==> config.mk <==
export PLATFORM = sky130hd
export DESIGN_NAME = sdram_cmd_responder
export DESIGN_NICKNAME = d
export VERILOG_FILES = /design/src/rtl/sdram_cmd_responder.sv
export SDC_FILE = /design/constraint.sdc
export NUM_CORES = 1
export LEC_CHECK = 0
export ABC_CLOCK_PERIOD_IN_PS = 2470
export BUFFER_PORTS_ARGS = -buffer_cell sky130_fd_sc_hd__buf_2
export CORE_MARGIN = 3
export CORE_UTILIZATION = 30
export DETAILED_ROUTE_END_ITERATION = 7
export HOLD_SLACK_MARGIN = 0.08
export PLACE_DENSITY_LB_ADDON = 0.25
export SLEW_MARGIN = 30
export SYNTH_ARGS = -nofsm -noshare
export SYNTH_HDL_FRONTEND = slang
export SYNTH_SLANG_ARGS = --single-unit
==> constraint.sdc <==
create_clock -name sys_clk -period 2.47 [get_ports sys_clk]
set_clock_uncertainty 0.1 [all_clocks]
set_input_delay 0.741 -clock sys_clk [delete_from_list [all_inputs] [get_ports sys_clk]]
set_output_delay 0.741 -clock sys_clk [all_outputs]
set_load 0.005 [all_outputs]
==> src/rtl/sdram_cmd_responder.sv <==
// Device-side responder/checker for the SDRAM command bus: decodes commands, tracks
// bank and self-refresh state, enforces tRP/tRFC/tXSR and flags protocol violations.
module sdram_cmd_responder #(
  parameter int T_RP  = 2,
  parameter int T_RFC = 7,
  parameter int T_XSR = 7
) (
  input  logic        sys_clk,
  input  logic        sys_rst,
  input  logic        sdram_cke,
  input  logic [3:0]  sdram_cmd,
  input  logic [1:0]  sdram_ba,
  input  logic [11:0] sdram_addr,
  output logic [3:0]  bank_open,
  output logic        in_self_ref,
  output logic        busy,
  output logic        sr_exit_ready,
  output logic [12:0] ref_cnt,
  output logic        err_timing,
  output logic        err_illegal,
  output logic        err_sticky
);

  localparam int T_MAX = (T_RP > T_RFC) ? ((T_RP > T_XSR) ? T_RP : T_XSR)
                                        : ((T_RFC > T_XSR) ? T_RFC : T_XSR);
  localparam int CW = $clog2(T_MAX + 1);

  localparam logic [CW-1:0] RP_LOAD  = CW'(T_RP - 1);
  localparam logic [CW-1:0] RFC_LOAD = CW'(T_RFC - 1);
  localparam logic [CW-1:0] XSR_LOAD = CW'(T_XSR - 1);

  localparam logic [3:0] CMD_NOP        = 4'b0111;
  localparam logic [3:0] CMD_ACTIVE     = 4'b0011;
  localparam logic [3:0] CMD_READ       = 4'b0101;
  localparam logic [3:0] CMD_WRITE      = 4'b0100;
  localparam logic [3:0] CMD_PRECHARGE  = 4'b0010;
  localparam logic [3:0] CMD_AUTO_REF   = 4'b0001;
  localparam logic [3:0] CMD_LOAD_MODE  = 4'b0000;
  localparam logic [3:0] CMD_BURST_STOP = 4'b0110;

  typedef enum logic [1:0] {
    ST_NORMAL,
    ST_SELF_REF,
    ST_EXIT
  } state_t;

  state_t        state, state_n;
  logic          cke_q;
  logic [CW-1:0] rp_cnt, rfc_cnt, xsr_cnt;
  logic [CW-1:0] rp_n, rfc_n, xsr_n;
  logic [CW-1:0] rp_dec, rfc_dec, xsr_dec;
  logic [3:0]    bank_n;
  logic [12:0]   ref_n;
  logic          in_sr_n, exit_rdy_n, err_t_n, err_i_n;
  logic          is_nop, any_open, cke_rise, apply_cmd;

  // Only addr[10] matters to this device model.
  logic unused_addr;
  assign unused_addr = ^{sdram_addr[11], sdram_addr[9:0]};

  assign busy = (rp_cnt != '0) || (rfc_cnt != '0) || (xsr_cnt != '0);

  always_ff @(posedge sys_clk) begin
    if (sys_rst) begin
      state         <= ST_NORMAL;
      cke_q         <= 1'b1;
      rp_cnt        <= '0;
      rfc_cnt       <= '0;
      xsr_cnt       <= '0;
      bank_open     <= '0;
      ref_cnt       <= '0;
      in_self_ref   <= 1'b0;
      sr_exit_ready <= 1'b0;
      err_timing    <= 1'b0;
      err_illegal   <= 1'b0;
      err_sticky    <= 1'b0;
    end else begin
      state         <= state_n;
      cke_q         <= sdram_cke;
      rp_cnt        <= rp_n;
      rfc_cnt       <= rfc_n;
      xsr_cnt       <= xsr_n;
      bank_open     <= bank_n;
      ref_cnt       <= ref_n;
      in_self_ref   <= in_sr_n;
      sr_exit_ready <= exit_rdy_n;
      err_timing    <= err_t_n;
      err_illegal   <= err_i_n;
      err_sticky    <= err_sticky | err_t_n | err_i_n;
    end
  end

  always_comb begin
    is_nop   = sdram_cmd[3] || (sdram_cmd == CMD_NOP);
    any_open = |bank_open;
    cke_rise = sdram_cke && !cke_q;
    rp_dec   = (rp_cnt  != '0) ? rp_cnt  - CW'(1) : '0;
    rfc_dec  = (rfc_cnt != '0) ? rfc_cnt - CW'(1) : '0;
    xsr_dec  = (xsr_cnt != '0) ? xsr_cnt - CW'(1) : '0;

    state_n    = state;
    bank_n     = bank_open;
    ref_n      = ref_cnt;
    in_sr_n    = in_self_ref;
    rp_n       = rp_dec;
    rfc_n      = rfc_dec;
    xsr_n      = xsr_dec;
    exit_rdy_n = 1'b0;
    err_t_n    = !is_nop && busy;
    err_i_n    = 1'b0;
    apply_cmd  = 1'b0;

    // The CKE-rise cycle already behaves as a CKE-high cycle, so its command is decoded normally.
    case (state)
      ST_SELF_REF: begin
        if (cke_rise) begin
          state_n   = ST_EXIT;
          in_sr_n   = 1'b0;
          xsr_n     = (xsr_dec > XSR_LOAD) ? xsr_dec : XSR_LOAD;
          apply_cmd = 1'b1;
        end else if (!is_nop) begin
          err_i_n = 1'b1;
        end
      end
      default: begin
        if (state == ST_EXIT && xsr_cnt == CW'(1)) begin
          exit_rdy_n = 1'b1;
          state_n    = ST_NORMAL;
        end
        apply_cmd = 1'b1;
      end
    endcase

    if (apply_cmd) begin
      if (!sdram_cke) begin
        if (sdram_cmd == CMD_AUTO_REF && cke_q) begin
          if (any_open) begin
            err_i_n = 1'b1;
          end else begin
            state_n = ST_SELF_REF;
            in_sr_n = 1'b1;
            ref_n   = '0;
          end
        end else begin
          err_i_n = 1'b1;
        end
      end else begin
        case (sdram_cmd)
          CMD_ACTIVE: begin
            if (bank_open[sdram_ba]) err_i_n = 1'b1;
            bank_n[sdram_ba] = 1'b1;
          end
          CMD_READ, CMD_WRITE: begin
            if (!bank_open[sdram_ba]) err_i_n = 1'b1;
          end
          CMD_PRECHARGE: begin
            if (sdram_addr[10]) bank_n = '0;
            else                bank_n[sdram_ba] = 1'b0;
            rp_n = (rp_dec > RP_LOAD) ? rp_dec : RP_LOAD;
          end
          CMD_AUTO_REF: begin
            if (any_open) begin
              err_i_n = 1'b1;
            end else begin
              rfc_n = (rfc_dec > RFC_LOAD) ? rfc_dec : RFC_LOAD;
              if (ref_cnt != 13'h1fff) ref_n = ref_cnt + 13'd1;
            end
          end
          CMD_LOAD_MODE: begin
            if (any_open) err_i_n = 1'b1;
          end
          CMD_BURST_STOP: ;
          default: ;
        endcase
      end
    end
  end

endmodule

==> results.yml <==
run_status:
  outcome: "finished clean"
clock_network:
  ctsHoldBuffers: 0
  cts.sinks: 34
  tritoncts: "done"
  cts_made_buffers: 5
  clk_path_buf_depth: 2
  cts.repair.resized: 0
  cts-root-buf: "clkbuf_8"
  htree_levels: 2
  post-cts-setup-buffers: 0
  clkSlewWorstSetupHoldPaths_ns: 0.07
  clock_latency_ns: 0.29
cells_and_area:
  drive_above_1_share: 0.251
  fillers: 578
  areaGrowthSynthToFinish_pct: 23.4
  final_util: 0.388
  final_cell_mix: "dfxtp_1, buf_2, nor2_1"
  layout_commonest_cell: "dfxtp_1"
  insertedDiodeCount: 0
  finalNetCount: 272
setup_path:
  worstPathRequired_ns: 1.63
  cp_data_arrival_time_ns: 1.48
  worst_path_max_delay_cell: "dfxtp_1"
  cp_cell_sequence: "nor2_1 > ha_1 > nor2b_1 > nand3_1 > buf_2"
  critPathLaunchType: "flop"
  endpoint_kind: "output pin"
  worst-setup-path-type: "reg2out"
  path_max_fanout: 3
  slowest_delay_ns: 0.33
grt:
  grt_usage: 0.128
  first_global_vias: 1446
  antenna_found_initial: 0
  grt_max_degree: 23
  grt_pass1_wl_um: 6720
  gr-total-overflow: 0
logic_synthesis:
  yosysTopAreaCellShare: 0.388
  synth_top_family_by_area: "simple AND/OR/NAND/NOR gates"
  synth_cell_type_count: 44
  synth_compound_area_frac: 0.183
  synth_ff_type: "dfxtp_1"
  synthAdderAreaFrac: 0.0357
  synth.largest_area_cell: "dfxtp_1"
  syn_area_per_cell_sq_um: 8.64
  synth_nets: 229
  ys_top_cells_by_area: "dfxtp_1, a21oi_1, nor2_1"
  synth-seq-cells: 34
  synth-xor-area-share: 0
  synthMuxAreaShare: 0.0364
  seq_area_frac_synth: 0.388
  yosys.area_share.simple: 0.320
  synth_edf_count: 0
  syn_inst: 203
  async_reset_ff_frac: 0
  syn-cell-area_sq_um: 1750
  yosys_warnings: 0
pwr:
  switchingPower_w: 0.000259
  seqPwrFrac: 0.518
  comb_power_share: 0.087
  ir_drop_uv: 206
  swShare: 0.240
  leakagePower_nw: 0.836
  p_clk_frac: 0.395
  powerDensity_nw_per_um2: 499
  internal-power_w: 0.000822
placement:
  place_hpwl_um: 2980
  numPortBuffers: 32
  routabilityCongestion: 0.762
timing:
  period_share: 0.940
  tns_ns: 0
  worst_slew_pin_slew_ns: 0.398
  slew_headroom: 0.733
  hold_viol_final: 0
  fmax_mhz: 431
  fin_crit_ns: 2.32
  setup_viol: 0
  slew_viol_final: 0
  grt_setup_unrepaired: "no"
detailed_routing:
  drt_first_pass_iters: 5
  vias: 1637
  routed_wl_um: 4050
  final_antenna_net_count: 0
  wire_per_inst_um: 12.7
  drc: 0
  drt_iter0_drc: 39
  vias_per_cell: 5.13
min_path:
  hp-class: "reg2reg"
flow_run:
  drv_cap: 0
die:
  die_h_um: 82.5
  core_sq_um: 5570
  start_util: 0.315
  rows: 27
  die-area_sq_um: 6800
  die_width_um: 82.5
  io_pins: 44
==> critical path, delay by kind of cell (launching register included) <==
kind,cells,cell delay [ns]
and+or+nand+nor,3,0.50
adders and majority gates,1,0.22
DFF,1,0.33
buffers and inverters,1,0.15
==> per-layer routing <==
metal | share of wire | wire, um | global-route usage
met5 | 0 | 0 | 0
met2 | 0.45 | 1820 | 0.188
met3 | 0.063 | 256 | 0.0434
met4 | 0.0047 | 19 | 0.0399
met1 | 0.48 | 1950 | 0.177
==> sequential cells by signal (all words and copies together) (netlist names) <==
register,count
cke_q,1
rp_cnt,3
state,2
err_sticky,1
in_self_ref,1
err_illegal,1
sr_exit_ready,1
err_timing,1
bank_open,4
xsr_cnt,3
ref_cnt,13
rfc_cnt,3
==> synthesized netlist by cell type, drive strengths merged (3+ instances only) <==
cell	count
nand4	5
a21oi	19
nand2	13
o21ai	4
nand3	7
nor3b	3
ha	5
nor4	11
o31ai	5
o41ai	4
or2	3
inv	7
nor2b	7
buf	3
clkbuf	5
dfxtp	34
nor3	7
nand2b	5
mux2i	3
nor2	20
a31oi	4
or4	5
==> logic make-up after synthesis <==
family	Yosys count
multiplexers	5
AND/OR/NAND/NOR	96
AO/OA/AOI/OAI	48
buffers and inverters	15
flip-flops	34
adder cells (fa/ha/maj)	5
==> area by class of cell <==
type / count / area, sq um / area share
repair buffers: 44 / 263 / 0.121
multi-input cells: 154 / 1010 / 0.468
clock inverters: 1 / 5.00 / 0.00231
inverters: 7 / 26.3 / 0.0121
flip-flops and latches: 34 / 681 / 0.314
well taps: 72 / 90.1 / 0.0416
clock buffers: 7 / 86.3 / 0.0399
==> power groups by stage <==
stage                     clock network, W  registers [W]  logic [W]
after floorplan                          0       0.000572  0.0000506
after global placement                   0       0.000573  0.0000942
after detailed placement                 0       0.000573  0.0000942
after CTS                         0.000441       0.000560  0.0000947
after global routing              0.000466       0.000561   0.000105
final                             0.000427       0.000560  0.0000940
==> final timing paths <==
check / from / to / slack, ns / depth (start not counted)
setup / recovery: rfc_cnt[0]$_SDFF_PP0_ / busy / 0.15 / 5
hold / removal: rfc_cnt[0]$_SDFF_PP0_ / rfc_cnt[0]$_SDFF_PP0_ / 0.36 / 1
setup reg to reg: bank_open[3]$_SDFFE_PP0P_ / ref_cnt[8]$_SDFFE_PP0P_ / 0.42 / 5
hold reg to reg: rfc_cnt[0]$_SDFF_PP0_ / rfc_cnt[0]$_SDFF_PP0_ / 0.36 / 1
==> stage by stage <==
stage	total power, W	instance area (sq um)	cells	setup WS [ns]	hold WS, ns
after floorplan	0.000623	1750	203	0.244	0.321
after global placement	0.000667	2070	311	0.0679	0.345
after detailed placement	0.000667	2070	311	0.0223	0.355
after CTS	0.00110	2160	319	0.136	0.364
after global routing	0.00113	2160	319	0.0507	0.409
final	0.00108	2160	319	0.149	0.361
Power figures use the tool's default switching activity.
